==> config.mk <==
export PLATFORM = sky130hd
export DESIGN_NAME = pipe_ctrl_flat
export DESIGN_NICKNAME = d
export VERILOG_FILES = /design/src/rtl/pipe_ctrl_pkg.sv /design/src/rtl/pipe_ctrl_if.sv /design/src/rtl/pipe_ctrl_decode.sv /design/src/rtl/pipe_ctrl.sv /design/src/flat_wrapper.sv
export SDC_FILE = /design/constraint.sdc
export NUM_CORES = 1
export LEC_CHECK = 0
export ABC_AREA = 1
export BUFFER_PORTS_ARGS = -buffer_cell sky130_fd_sc_hd__buf_2
export CORE_ASPECT_RATIO = 0.75
export CORE_MARGIN = 3
export CORE_UTILIZATION = 45
export CTS_CLUSTER_DIAMETER = 40
export DETAILED_ROUTE_END_ITERATION = 10
export PLACE_DENSITY_LB_ADDON = 0.12
export RECOVER_POWER = 50
export SLEW_MARGIN = 30
export SYNTH_ARGS = -nofsm -noshare
export SYNTH_HDL_FRONTEND = slang
export SYNTH_SLANG_ARGS = --single-unit
==> constraint.sdc <==
create_clock -name clk -period 0.8 [get_ports clk]
set_input_delay 0.04 -clock clk [delete_from_list [all_inputs] [get_ports clk]]
set_output_delay 0.04 -clock clk [all_outputs]
set_load 0.02 [all_outputs]
==> src/rtl/pipe_ctrl_pkg.sv <==
// Shared types for the pipelined control unit: opcodes, selector enums,
// the decoded control bundle and the per-stage register payloads.
package pipe_ctrl_pkg;

    localparam int unsigned OP_W  = 7;
    localparam int unsigned IMM_W = 3;
    localparam int unsigned RES_W = 2;
    localparam int unsigned AOP_W = 2;

    localparam logic [OP_W-1:0] OP_LOAD   = 7'b0000011;
    localparam logic [OP_W-1:0] OP_STORE  = 7'b0100011;
    localparam logic [OP_W-1:0] OP_RTYPE  = 7'b0110011;
    localparam logic [OP_W-1:0] OP_BRANCH = 7'b1100011;
    localparam logic [OP_W-1:0] OP_IALU   = 7'b0010011;
    localparam logic [OP_W-1:0] OP_JAL    = 7'b1101111;
    localparam logic [OP_W-1:0] OP_JALR   = 7'b1100111;
    localparam logic [OP_W-1:0] OP_LUI    = 7'b0110111;
    localparam logic [OP_W-1:0] OP_AUIPC  = 7'b0010111;

    localparam logic [AOP_W-1:0] ALU_ADD   = 2'b00;
    localparam logic [AOP_W-1:0] ALU_SUB   = 2'b01;
    localparam logic [AOP_W-1:0] ALU_FUNCT = 2'b10;

    typedef enum logic [IMM_W-1:0] {
        IMM_I = 3'd0,
        IMM_S = 3'd1,
        IMM_B = 3'd2,
        IMM_J = 3'd3,
        IMM_U = 3'd4
    } imm_src_e;

    typedef enum logic [RES_W-1:0] {
        RES_ALU = 2'd0,
        RES_MEM = 2'd1,
        RES_PC4 = 2'd2,
        RES_IMM = 2'd3
    } result_src_e;

    // Full decoded bundle as produced in Decode
    typedef struct packed {
        logic              reg_write;
        imm_src_e          imm_src;
        logic              alu_src_a;
        logic              alu_src_b;
        logic              dmem_write;
        result_src_e       result_src;
        logic              branch;
        logic              jump;
        logic              jalr;
        logic [AOP_W-1:0]  alu_op;
        logic              illegal;
    } ctrl_t;

    // Stage payloads keep only what that stage or a later one consumes
    typedef struct packed {
        logic              valid;
        logic              reg_write;
        logic              alu_src_a;
        logic              alu_src_b;
        logic              dmem_write;
        result_src_e       result_src;
        logic              branch;
        logic              jump;
        logic              jalr;
        logic [AOP_W-1:0]  alu_op;
        logic              illegal;
    } e_ctrl_t;

    typedef struct packed {
        logic              valid;
        logic              reg_write;
        logic              dmem_write;
        result_src_e       result_src;
        logic              illegal;
    } m_ctrl_t;

    typedef struct packed {
        logic              valid;
        logic              reg_write;
        result_src_e       result_src;
        logic              illegal;
    } w_ctrl_t;

    localparam e_ctrl_t BUBBLE   = '0;
    localparam m_ctrl_t BUBBLE_M = '0;
    localparam w_ctrl_t BUBBLE_W = '0;

endpackage

==> src/rtl/pipe_ctrl_if.sv <==
// Control-unit bus: Decode opcode and hazard inputs in, per-stage controls out.
interface pipe_ctrl_if;
    import pipe_ctrl_pkg::*;

    logic [OP_W-1:0]  op_d;
    logic             stall_e;
    logic             flush_e;
    logic             zero_e;
    logic [IMM_W-1:0] imm_src_d;
    logic             illegal_d;
    logic             alu_src_a_e;
    logic             alu_src_b_e;
    logic [AOP_W-1:0] alu_op_e;
    logic             jalr_e;
    logic             pc_src_e;
    logic             load_e;
    logic             dmem_write_m;
    logic             reg_write_m;
    logic [RES_W-1:0] result_src_w;
    logic             reg_write_w;
    logic             illegal_w;

    modport slave (
        input  op_d, stall_e, flush_e, zero_e,
        output imm_src_d, illegal_d, alu_src_a_e, alu_src_b_e, alu_op_e,
               jalr_e, pc_src_e, load_e, dmem_write_m, reg_write_m,
               result_src_w, reg_write_w, illegal_w
    );

    modport master (
        output op_d, stall_e, flush_e, zero_e,
        input  imm_src_d, illegal_d, alu_src_a_e, alu_src_b_e, alu_op_e,
               jalr_e, pc_src_e, load_e, dmem_write_m, reg_write_m,
               result_src_w, reg_write_w, illegal_w
    );

endinterface

==> src/rtl/pipe_ctrl_decode.sv <==
// Combinational opcode to control-bundle decoder; EXT_OPS gates jalr/lui/auipc.
module ctrl_decode
    import pipe_ctrl_pkg::*;
#(
    parameter bit EXT_OPS = 1'b1
) (
    input  logic [OP_W-1:0] op_i,
    output ctrl_t           ctrl_o
);

    always_comb begin
        ctrl_o = '0;
        unique case (op_i)
            OP_LOAD: begin
                ctrl_o.reg_write  = 1'b1;
                ctrl_o.alu_src_b  = 1'b1;
                ctrl_o.result_src = RES_MEM;
            end
            OP_STORE: begin
                ctrl_o.imm_src    = IMM_S;
                ctrl_o.alu_src_b  = 1'b1;
                ctrl_o.dmem_write = 1'b1;
            end
            OP_RTYPE: begin
                ctrl_o.reg_write  = 1'b1;
                ctrl_o.alu_op     = ALU_FUNCT;
            end
            OP_BRANCH: begin
                ctrl_o.imm_src    = IMM_B;
                ctrl_o.branch     = 1'b1;
                ctrl_o.alu_op     = ALU_SUB;
            end
            OP_IALU: begin
                ctrl_o.reg_write  = 1'b1;
                ctrl_o.alu_src_b  = 1'b1;
                ctrl_o.alu_op     = ALU_FUNCT;
            end
            OP_JAL: begin
                ctrl_o.reg_write  = 1'b1;
                ctrl_o.imm_src    = IMM_J;
                ctrl_o.jump       = 1'b1;
                ctrl_o.result_src = RES_PC4;
            end
            OP_JALR: begin
                if (EXT_OPS) begin
                    ctrl_o.reg_write  = 1'b1;
                    ctrl_o.alu_src_b  = 1'b1;
                    ctrl_o.jump       = 1'b1;
                    ctrl_o.jalr       = 1'b1;
                    ctrl_o.result_src = RES_PC4;
                end else begin
                    ctrl_o.illegal    = 1'b1;
                end
            end
            OP_LUI: begin
                if (EXT_OPS) begin
                    ctrl_o.reg_write  = 1'b1;
                    ctrl_o.imm_src    = IMM_U;
                    ctrl_o.result_src = RES_IMM;
                end else begin
                    ctrl_o.illegal    = 1'b1;
                end
            end
            OP_AUIPC: begin
                if (EXT_OPS) begin
                    ctrl_o.reg_write  = 1'b1;
                    ctrl_o.imm_src    = IMM_U;
                    ctrl_o.alu_src_a  = 1'b1;
                    ctrl_o.alu_src_b  = 1'b1;
                end else begin
                    ctrl_o.illegal    = 1'b1;
                end
            end
            default: ctrl_o.illegal = 1'b1;
        endcase
    end

endmodule

==> src/rtl/pipe_ctrl.sv <==
// Pipelined control unit: decodes in D and carries the bundle through E, M, W
// with bubble (flush) and hold (stall) support on the D->E register.
module pipe_ctrl
    import pipe_ctrl_pkg::*;
#(
    parameter bit EXT_OPS      = 1'b1,
    parameter bit ILLEGAL_TRAP = 1'b1
) (
    input  logic        clk,
    input  logic        reset,
    pipe_ctrl_if.slave  bus
);

    ctrl_t   dec;
    e_ctrl_t e_q, e_d;
    m_ctrl_t m_q, m_d;
    w_ctrl_t w_q, w_d;

    ctrl_decode #(.EXT_OPS(EXT_OPS)) u_decode (
        .op_i   (bus.op_d),
        .ctrl_o (dec)
    );

    // D->E next state: flush beats stall, stall holds
    always_comb begin
        e_d = e_q;
        if (bus.flush_e) begin
            e_d = BUBBLE;
        end else if (!bus.stall_e) begin
            e_d = '{valid:      1'b1,
                    reg_write:  dec.reg_write,
                    alu_src_a:  dec.alu_src_a,
                    alu_src_b:  dec.alu_src_b,
                    dmem_write: dec.dmem_write,
                    result_src: dec.result_src,
                    branch:     dec.branch,
                    jump:       dec.jump,
                    jalr:       dec.jalr,
                    alu_op:     dec.alu_op,
                    illegal:    dec.illegal};
        end
    end

    always_comb begin
        m_d = '{valid:      e_q.valid,
                reg_write:  e_q.reg_write,
                dmem_write: e_q.dmem_write,
                result_src: e_q.result_src,
                illegal:    e_q.illegal};
        w_d = '{valid:      m_q.valid,
                reg_write:  m_q.reg_write,
                result_src: m_q.result_src,
                illegal:    m_q.illegal};
    end

    always_ff @(posedge clk) begin
        if (reset) begin
            e_q <= BUBBLE;
            m_q <= BUBBLE_M;
            w_q <= BUBBLE_W;
        end else begin
            e_q <= e_d;
            m_q <= m_d;
            w_q <= w_d;
        end
    end

    assign bus.imm_src_d    = dec.imm_src;
    assign bus.illegal_d    = dec.illegal;

    assign bus.alu_src_a_e  = e_q.valid & e_q.alu_src_a;
    assign bus.alu_src_b_e  = e_q.valid & e_q.alu_src_b;
    assign bus.alu_op_e     = e_q.valid ? e_q.alu_op : ALU_ADD;
    assign bus.jalr_e       = e_q.valid & e_q.jalr;
    assign bus.pc_src_e     = e_q.valid & ((e_q.branch & bus.zero_e) | e_q.jump);
    assign bus.load_e       = e_q.valid & (e_q.result_src == RES_MEM);

    assign bus.dmem_write_m = m_q.valid & m_q.dmem_write;
    assign bus.reg_write_m  = m_q.valid & m_q.reg_write;

    assign bus.result_src_w = w_q.valid ? w_q.result_src : RES_ALU;
    assign bus.reg_write_w  = w_q.valid & w_q.reg_write;
    assign bus.illegal_w    = ILLEGAL_TRAP & w_q.valid & w_q.illegal;

endmodule

==> src/flat_wrapper.sv <==
// flat-port wrapper written by rule: the top's interface ports become plain ports
module pipe_ctrl_flat import pipe_ctrl_pkg::*;
#(
    parameter bit EXT_OPS      = 1'b1,
    parameter bit ILLEGAL_TRAP = 1'b1
)
  (clk, reset, bus_op_d, bus_stall_e, bus_flush_e, bus_zero_e, bus_imm_src_d, bus_illegal_d, bus_alu_src_a_e, bus_alu_src_b_e, bus_alu_op_e, bus_jalr_e, bus_pc_src_e, bus_load_e, bus_dmem_write_m, bus_reg_write_m, bus_result_src_w, bus_reg_write_w, bus_illegal_w);
  pipe_ctrl_if bus_i ();
  input  logic clk;
  input  logic reset;
  input wire logic [$bits(bus_i.op_d)-1:0] bus_op_d;
  input wire logic [$bits(bus_i.stall_e)-1:0] bus_stall_e;
  input wire logic [$bits(bus_i.flush_e)-1:0] bus_flush_e;
  input wire logic [$bits(bus_i.zero_e)-1:0] bus_zero_e;
  output wire logic [$bits(bus_i.imm_src_d)-1:0] bus_imm_src_d;
  output wire logic [$bits(bus_i.illegal_d)-1:0] bus_illegal_d;
  output wire logic [$bits(bus_i.alu_src_a_e)-1:0] bus_alu_src_a_e;
  output wire logic [$bits(bus_i.alu_src_b_e)-1:0] bus_alu_src_b_e;
  output wire logic [$bits(bus_i.alu_op_e)-1:0] bus_alu_op_e;
  output wire logic [$bits(bus_i.jalr_e)-1:0] bus_jalr_e;
  output wire logic [$bits(bus_i.pc_src_e)-1:0] bus_pc_src_e;
  output wire logic [$bits(bus_i.load_e)-1:0] bus_load_e;
  output wire logic [$bits(bus_i.dmem_write_m)-1:0] bus_dmem_write_m;
  output wire logic [$bits(bus_i.reg_write_m)-1:0] bus_reg_write_m;
  output wire logic [$bits(bus_i.result_src_w)-1:0] bus_result_src_w;
  output wire logic [$bits(bus_i.reg_write_w)-1:0] bus_reg_write_w;
  output wire logic [$bits(bus_i.illegal_w)-1:0] bus_illegal_w;
  assign bus_i.op_d = bus_op_d;
  assign bus_i.stall_e = bus_stall_e;
  assign bus_i.flush_e = bus_flush_e;
  assign bus_i.zero_e = bus_zero_e;
  assign bus_imm_src_d = bus_i.imm_src_d;
  assign bus_illegal_d = bus_i.illegal_d;
  assign bus_alu_src_a_e = bus_i.alu_src_a_e;
  assign bus_alu_src_b_e = bus_i.alu_src_b_e;
  assign bus_alu_op_e = bus_i.alu_op_e;
  assign bus_jalr_e = bus_i.jalr_e;
  assign bus_pc_src_e = bus_i.pc_src_e;
  assign bus_load_e = bus_i.load_e;
  assign bus_dmem_write_m = bus_i.dmem_write_m;
  assign bus_reg_write_m = bus_i.reg_write_m;
  assign bus_result_src_w = bus_i.result_src_w;
  assign bus_reg_write_w = bus_i.reg_write_w;
  assign bus_illegal_w = bus_i.illegal_w;
  pipe_ctrl #(.EXT_OPS(EXT_OPS), .ILLEGAL_TRAP(ILLEGAL_TRAP)) u_core (.clk(clk), .reset(reset), .bus(bus_i));
endmodule
# ---- Word level (Yosys, flattened, before mapping)
# Index checks and enable logic that the tools add are counted.
dict set report totals {
  word_cells 61
  out_inout_bits 17
  regBits 24
}
dict set report classes {
  reduce_logical 7
  n_mux 13
  eq_ne 10
  n_bitwise 11
}
# op count
set ops {}
lappend ops {{7-bit by 6-bit == test with 1-bit output (second input constant)} 3}
lappend ops {{7-bit == test (second input constant)} 3}
lappend ops {{7-bit by 5-bit == test with 1-bit output (second input constant)} 2}
lappend ops {{3-bit one-hot mux with 4 select lines} 1}
lappend ops {{1-bit bitwise AND} 10}
lappend ops {{9-bit OR reduction} 1}
lappend ops {{1-bit 2-to-1 mux} 8}
lappend ops {{2-bit OR reduction} 4}
lappend ops {{7-bit by 2-bit == test with 1-bit output (second input constant)} 1}
lappend ops {{7-bit OR reduction} 1}
lappend ops {{2-bit one-hot mux with 3 select lines} 1}
lappend ops {{5-bit OR reduction} 1}
lappend ops {{2-bit 2-to-1 mux} 2}
lappend ops {{2-bit one-hot mux with 2 select lines} 1}
lappend ops {{2-bit by 1-bit == test with 1-bit output (second input constant)} 1}
lappend ops {{1-bit OR} 1}

# ---- Logic depth before layout (Yosys ltp)
# Gate-level depths: netlist of run 1.
dict set report logic_depth {
  depth_word 3
  ltp_mapped 8
  mapped_depth_nobuf 8
}

# ---- Cells and area by module
# A second synthesis of run 1 with hierarchy kept.
dict set report hier_totals {
  hier_cells 188
  hier_area_um2 1219.9
}
# module area_per_inst_um2 n_inst cells_each
set by_module_without_submodules {}
lappend by_module_without_submodules {pipe_ctrl 937.1 1 134}
lappend by_module_without_submodules {ctrl_decode 282.8 1 54}

# ---- Worst setup path before layout of run 1
# Ideal clock, no wire load.
dict set report synth_path {
  path_type {reg-to-output}
  from {register u_core.e_q[12] (netlist name)}
  to {output port bus_load_e}
  path_buffers 0
  arrival_ps 958
  stages_incl_launch_ff 3
  setup_slack_ps -198
  path_cell_list {dfxtp_1 inv_1 nor3_1}
}
dict set report synth_via {
  elab_chain_len 1
}
# element line
set synth_lines {}
lappend synth_lines {{from (decl)} pipe_ctrl.sv:15} ;# e_ctrl_t e_q, e_d;
lappend synth_lines {{from (signal assigned)} pipe_ctrl.sv:58} ;# e_q <= BUBBLE;
lappend synth_lines {{from (signal assigned)} pipe_ctrl.sv:62} ;# e_q <= e_d;
lappend synth_lines {{1-bit bitwise AND} pipe_ctrl.sv:76} ;# assign bus.load_e = e_q.valid & (e_q.result_src == RES_MEM);
lappend synth_lines {{to (decl)} flat_wrapper.sv:22} ;# output wire logic [$bits(bus_i.load_e)-1:0] bus_load_e;
# Every way passes these cells.

# ---- Worst setup path in the final report of run 1
dict set report layout_path {
  from {register u_core.e_q[12] (netlist name)}
  to {output port bus_alu_op_e[0]}
}
dict set report layout_via {
  elab_chain_len 1
}
# element line
set layout_lines {}
lappend layout_lines {{2-bit 2-to-1 mux} pipe_ctrl.sv:73} ;# assign bus.alu_op_e = e_q.valid ? e_q.alu_op : ALU_ADD;
lappend layout_lines {{to (decl)} flat_wrapper.sv:19} ;# output wire logic [$bits(bus_i.alu_op_e)-1:0] bus_alu_op_e;
# Every way passes these cells.

==> results.sh, run 1 <==
export IMPL_via_per_inst=5.68
export IMPL_tns_ps=-3590
export IMPL_post_route_cell_area_um2=1860
export IMPL_p_clk_share_pct=24.9
export IMPL_end_kind="primary output"
export IMPL_dp_hpwl_mm=1.80
export IMPL_hold_violations=0
export IMPL_finalCritPeriodShare_pct=134
export IMPL_cp_required_ps=760
export IMPL_cpPeakStageDelay_ps=380
export IMPL_max_slew_margin_rel_pct=78.0
export IMPL_cts_buffers=3
export IMPL_antenna_found_initial=0
export IMPL_start_kind="flop"
export IMPL_fp_dieW_um=60.6
export IMPL_hold_ws_ps=79.4
export IMPL_path_cells="buf_6 > nand2_1 > inv_1 > buf_6"
export IMPL_die_area_um2=2840
export IMPL_p_int_w=0.00155
export IMPL_h_tree_depth=1
export IMPL_grt_ovfl_total=0
export IMPL_dr_total_vias=1323
export IMPL_cpMostUsedCell="buf_6"
export IMPL_drc_errors=0
export IMPL_gp_congestion=0.827
export IMPL_placed_area_um2=1310
export IMPL_seqPwrFrac_pct=54.9
export IMPL_dr_pass1_iters=4
export IMPL_violations="negative setup slack"
export IMPL_comb_power_share_pct=20.2
export IMPL_post_place_ws_ps=-258
export IMPL_avgRoutedWirePerCell_um=19.5
export IMPL_cap_violations=0
export IMPL_tightest_slew_ps=329
export IMPL_fmax_mhz=930
export IMPL_p_switching_w=0.000631
export IMPL_fin_crit_ps=1080
export IMPL_hp_class="input pin to flop"
export IMPL_start_util_pct=48.6
export IMPL_avgSynthCellArea_um2=6.83
export IMPL_syn_to_final_growth_pct=84.7
export IMPL_antenna_cells=0
export IMPL_fin_skew_ps=1.34
export IMPL_coreArea_um2=2070
export IMPL_netlist_area_um2=1000
export IMPL_synth_nets=159
export IMPL_ant_nets=0
export IMPL_multiInputGateArea_um2=586
export IMPL_nets=222
export IMPL_seq_area_frac_synth_pct=45.8
export IMPL_seqCellArea_um2=473
export IMPL_peakVddDrop_mv=0.999
export IMPL_p_sw_share_pct=28.9
export IMPL_grt_pass1_vias=1113
export IMPL_drv_slew=0
export IMPL_grt_pass1_wl_mm=5.48
export IMPL_drive_above_1_share_pct=60.3
export IMPL_clockBufferDepth=2
export IMPL_status="complete, but fails checks"
export IMPL_synth_distinct_cells=17
export IMPL_cp_max_fo=5
export IMPL_cts_tree="built"
export IMPL_setup_viol=23
export IMPL_cts_root_buf="clkbuf_4"
export IMPL_ios=29
export IMPL_stdcell_count=233
export IMPL_arrival_ps=1040
export IMPL_cp_slowest_cell="dfxtp_2"
export IMPL_first_iter_violations=121
export IMPL_synth_seq_cells=23
export IMPL_synthesis_instances=147
export IMPL_track_usage_pct=26.8
export IMPL_powerDensity_nw_per_um2=1180
export IMPL_drt_total_wl_mm=4.54
export IMPL_power_leakage_nw=0.921
export IMPL_synth_yosys_warnings=0
export IMPL_clk_pin_slew_ps=130
export IMPL_dp_cells=214
export IMPL_grt_max_degree=14
export IMPL_rsz0062_at_grt="yes"
export IMPL_io_buffer_count=28
export IMPL_num_rows=14
export IMPL_cts_sinks=23
export IMPL_dieHeight_um=46.9
export IMPL_worst_slack_ps=-276
export IMPL_n_fill_cell=81
export IMPL_crit_type="flop to primary output"
export IMPL_clock_latency_ps=320
power groups by stage:
stage / Clock, W / Sequential, W / Combinational (W)
after global placement: 0 / 0.00122 / 0.000233
final: 0.000544 / 0.00120 / 0.000442
after global routing: 0.000596 / 0.00120 / 0.000456
after detailed placement: 0 / 0.00122 / 0.000241
after floorplan: 0 / 0.00121 / 0.000117
after CTS: 0.000552 / 0.00120 / 0.000355
cell usage after synthesis:
cell type | count | share of area (%)
nand2_1 | 20 | 7.5
o21ai_0 | 11 | 5.5
nand3_1 | 7 | 3.5
nor2_1 | 22 | 8.2
nand3_2 | 1 | 1.0
a21oi_1 | 10 | 5.0
clkbuf_1 | 1 | 0.37
or2_1 | 1 | 0.62
a31oi_1 | 1 | 0.62
inv_1 | 36 | 13
buf_4 | 3 | 2.2
dfxtp_1 | 23 | 46
or2_2 | 1 | 0.62
nor3_1 | 3 | 1.5
nor2_2 | 4 | 2.5
buf_2 | 2 | 1.0
nand4_1 | 1 | 0.62
sequential cells by signal (all words and copies together) (netlist names):
| register | count |
|---|---|
| u_core.m_q | 6 |
| u_core.e_q | 12 |
| u_core.w_q | 5 |
worst max-delay path: cells and delay by family, from the launching register on:
| family | cells | cell delay, ps |
|---|---|---|
| buffers and inverters | 3 | 290 |
| DFF | 1 | 380 |
| and+or+nand+nor | 1 | 40 |
cell type report:
class	instances	area share (%)
Tap cell	24	1.62
Timing Repair Buffer	64	31.8
Clock inverter	1	0.270
Clock buffer	3	1.21
Sequential cell	23	25.5
Inverter	36	8.09
Multi-Input combinational cell	82	31.6
per-stage QoR:
step           utilization, %  power, W
2_1_floorplan               -   0.00133
3_3_place_gp             63.4   0.00145
3_5_place_dp             63.4   0.00146
4_1_cts                  84.2   0.00210
5_1_grt                  89.8   0.00225
6_report                 89.8   0.00219
logic make-up (layout without fill, tap and decap cells):
group	after synthesis	in the layout	synth area share, %
AOI/OAI and AO/OA	22	22	11.1
buffers and inverters	42	104	17.1
and+or+nand+nor	60	60	26.0
DFF	23	23	45.8
cell usage in the layout (no fill, tap or decap), drive strengths merged:
cell         count
buf             63
inv             36
nor2            26
dfxtp           23
nand2           20
o21ai           11
a21oi           10
nand3            8
nor3             3
clkbuf           3
or2              2
nand4            1
a31oi            1
clkinv           1
dlygate4sd3      1
metal layers:
layer / track usage [%] / share of wire, % / routed length (um) / vias up
li1: - / - / - / 564
met2: 42.2 / 45 / 2060 / 123
met3: 6.87 / 11 / 499 / 44
met1: 34.8 / 36 / 1640 / 592
met4: 12.1 / 7.5 / 341 / 0
met5: 0 / 0 / 0 / -
path summary, 6_finish.rpt:
kind                            cells after the start           start               to  slack [ps]
worst max-delay path                                4  u_core.e_q[12]  bus_alu_op_e[0]        -280
worst min-delay path                                3           reset    u_core.m_q[5]          80
worst max register to register                      4  u_core.e_q[11]   u_core.e_q[11]         -80
worst min register to register                      2   u_core.m_q[1]    u_core.w_q[1]         430
repair_timing:
item | CTS | global route
endpoints found under the setup margin | 17 | 22
pin swaps | 22 | 13
resized for setup | 96 | 39
hold buffers | 1 | 0
buffers inserted | 13 | 3
hold endpoints to repair | 1 | 0
No activity file was read; power rests on OpenSTA's default activity.
==> run 2: changes to the inputs <==
--- a/config.mk
+++ b/config.mk
@@ -12,7 +12,7 @@
 export CORE_UTILIZATION = 45
 export CTS_CLUSTER_DIAMETER = 40
 export DETAILED_ROUTE_END_ITERATION = 10
-export PLACE_DENSITY_LB_ADDON = 0.12
+export PLACE_DENSITY = 0.78
 export RECOVER_POWER = 50
 export SLEW_MARGIN = 30
 export SYNTH_ARGS = -nofsm -noshare
==> run 2 against run 1 <==
  * The run still ends with negative setup slack left
  * Via count is 10% lower
  * Wire length is 15% lower
  * Final area is 4.0% lower
  * Clock-buffer cell count is 1 higher
  * Register-to-register slack better by 50 ps
  * Worst setup slack worse by 20 ps
  * Final cell count is 2.1% lower
  * Critical path depth stayed put
  * Power is 1.9% lower
  * Sequential share of layout area is 0.85 points higher
  * First-iteration DRC count is 52% lower
  * Global-route usage is 3.1 points lower
==> results.sh, run 2 (same netlist as run 1, synthesis figures left out) <==
export IMPL_status="complete, but fails checks"
export IMPL_violations="negative setup slack"
export IMPL_dr_total_vias=1186
export IMPL_nets=217
export IMPL_dr_pass1_iters=4
export IMPL_clk_pin_slew_ps=110
export IMPL_grt_ovfl_total=0
export IMPL_clock_latency_ps=310
export IMPL_antenna_found_initial=0
export IMPL_fin_skew_ps=3.89
export IMPL_power_leakage_nw=0.905
export IMPL_clockBufferDepth=2
export IMPL_largest_register="u_core.e_q"
export IMPL_cts_sinks=23
export IMPL_cap_violations=0
export IMPL_final_cell_mix="buf_4, inv_1, buf_6"
export IMPL_cpPeakStageDelay_ps=380
export IMPL_num_rows=14
export IMPL_fin_util_pct=86.2
export IMPL_fin_crit_ps=1100
export IMPL_post_route_cell_area_um2=1780
export IMPL_powerDensity_nw_per_um2=1200
export IMPL_n_fill_cell=88
export IMPL_cp_slowest_cell="dfxtp_2"
export IMPL_die_area_um2=2840
export IMPL_largest_reg_flops=12
export IMPL_hold_buffers=0
export IMPL_cts_buffers=3
export IMPL_tightest_slew_ps=292
export IMPL_crit_family="flip-flops"
export IMPL_h_tree_depth=1
export IMPL_start_kind="flop"
export IMPL_cpMostUsedCell="buf_6"
export IMPL_cts_root_buf="clkbuf_4"
export IMPL_start_util_pct=48.6
export IMPL_track_usage_pct=23.7
export IMPL_dp_hpwl_mm=1.70
export IMPL_largestRegisters="u_core.e_q (12), u_core.m_q (6), u_core.w_q (5)"
export IMPL_holdPathStages=4
export IMPL_via_per_inst=5.20
export IMPL_antenna_cells=0
export IMPL_setup_viol=19
export IMPL_end_kind="primary output"
export IMPL_ios=29
export IMPL_layout_commonest_cell="buf_4"
export IMPL_grt_max_degree=13
export IMPL_grt_pass1_vias=1109
export IMPL_first_iter_violations=58
export IMPL_worstSetupPathDepth=4
export IMPL_arrival_ps=1060
export IMPL_drv_slew=0
export IMPL_avgRoutedWirePerCell_um=17.0
export IMPL_cts_tree="built"
export IMPL_finalCritPeriodShare_pct=137
export IMPL_rsz0062_at_grt="yes"
export IMPL_r2r_cells=2
export IMPL_syn_to_final_growth_pct=77.3
export IMPL_cp_required_ps=760
export IMPL_worst_slack_ps=-296
export IMPL_ant_nets=0
export IMPL_tns_ps=-3100
export IMPL_crit_type="flop to primary output"
export IMPL_hold_violations=0
export IMPL_drt_total_wl_mm=3.87
export IMPL_drive_above_1_share_pct=57.8
export IMPL_max_slew_margin_rel_pct=80.5
export IMPL_cp_max_fo=5
export IMPL_grt_pass1_wl_mm=4.89
export IMPL_coreArea_um2=2070
export IMPL_dieHeight_um=46.9
export IMPL_path_cells="buf_6 > nand2_2 > inv_2 > buf_6"
export IMPL_hp_class="input pin to flop"
export IMPL_io_buffer_count=28
export IMPL_fmax_mhz=913
export IMPL_seqCellArea_um2=469
export IMPL_reg2reg_slack_ps=-30
export IMPL_placed_area_um2=1290
export IMPL_critPathBufInv=3
export IMPL_gp_congestion=0.933
export IMPL_drc_errors=0
export IMPL_fp_dieW_um=60.6
export IMPL_post_place_ws_ps=-214
export IMPL_peakVddDrop_mv=0.612
export IMPL_multiInputGateArea_um2=553
[run 2: cell types whose count changed in the layout (fill, tap and decap cells not counted), moves of 3 or more]
cell,change
buf_6,-3
a21oi_1,+3
o21ai_0,+3
a21oi_4,-3
buf_4,-3
dfxtp_2,+3
[run 2: tightest hold or removal path, cell delays in order]
cell	delay [ps]
buf_2	80
nor2_2	60
inv_1	80
a21oi_1	50
[run 2: routing by layer]
metal  share of wire, %  track usage (%)
met4                4.0             12.1
met1                 40             25.3
met2                 50             45.6
met5                  0                0
met3                5.9             3.57
[run 2: worst paths after layout]
path,start,endpoint
hold reg to reg,u_core.m_q[5],u_core.w_q[4]
hold / removal,bus_flush_e,u_core.e_q[12]
setup / recovery,u_core.e_q[12],bus_alu_src_b_e
setup reg to reg,u_core.e_q[9],u_core.e_q[9]
[run 2: area by class of cell]
cell class | count | share of cell area (%)
tap | 24 | 1.69
multi-input combinational | 82 | 31.0
timing repair buffer | 59 | 30.9
clock buffer | 4 | 1.47
inverter | 36 | 8.57
sequential | 23 | 26.3
[run 2: stage by stage]
step | instances | hold WS, ps | total power (W)
global placement | 211 | 351 | 0.00144
floorplan | 147 | 111 | 0.00133
finish | 228 | 33.8 | 0.00214
global route | 228 | 50.2 | 0.00224
CTS | 224 | 21.9 | 0.00206
detailed placement | 211 | 351 | 0.00145
[run 2: timing repair]
action	4_1_cts	5_1_grt
setup endpoints to repair	16	20
endpoints found under the hold margin	0	0
setup buffers	9	5
resized for setup	94	30
pin swaps	20	19
[run 2: where the power goes]
group / leakage [nW] / total [W] / switching [W] / internal (W)
Sequential: 0.190 / 0.00120 / 0.0000236 / 0.00118
Combinational: 0.700 / 0.000414 / 0.000224 / 0.000190
Clock: 0.0150 / 0.000528 / 0.000333 / 0.000195
Total: 0.905 / 0.00214 / 0.000581 / 0.00156
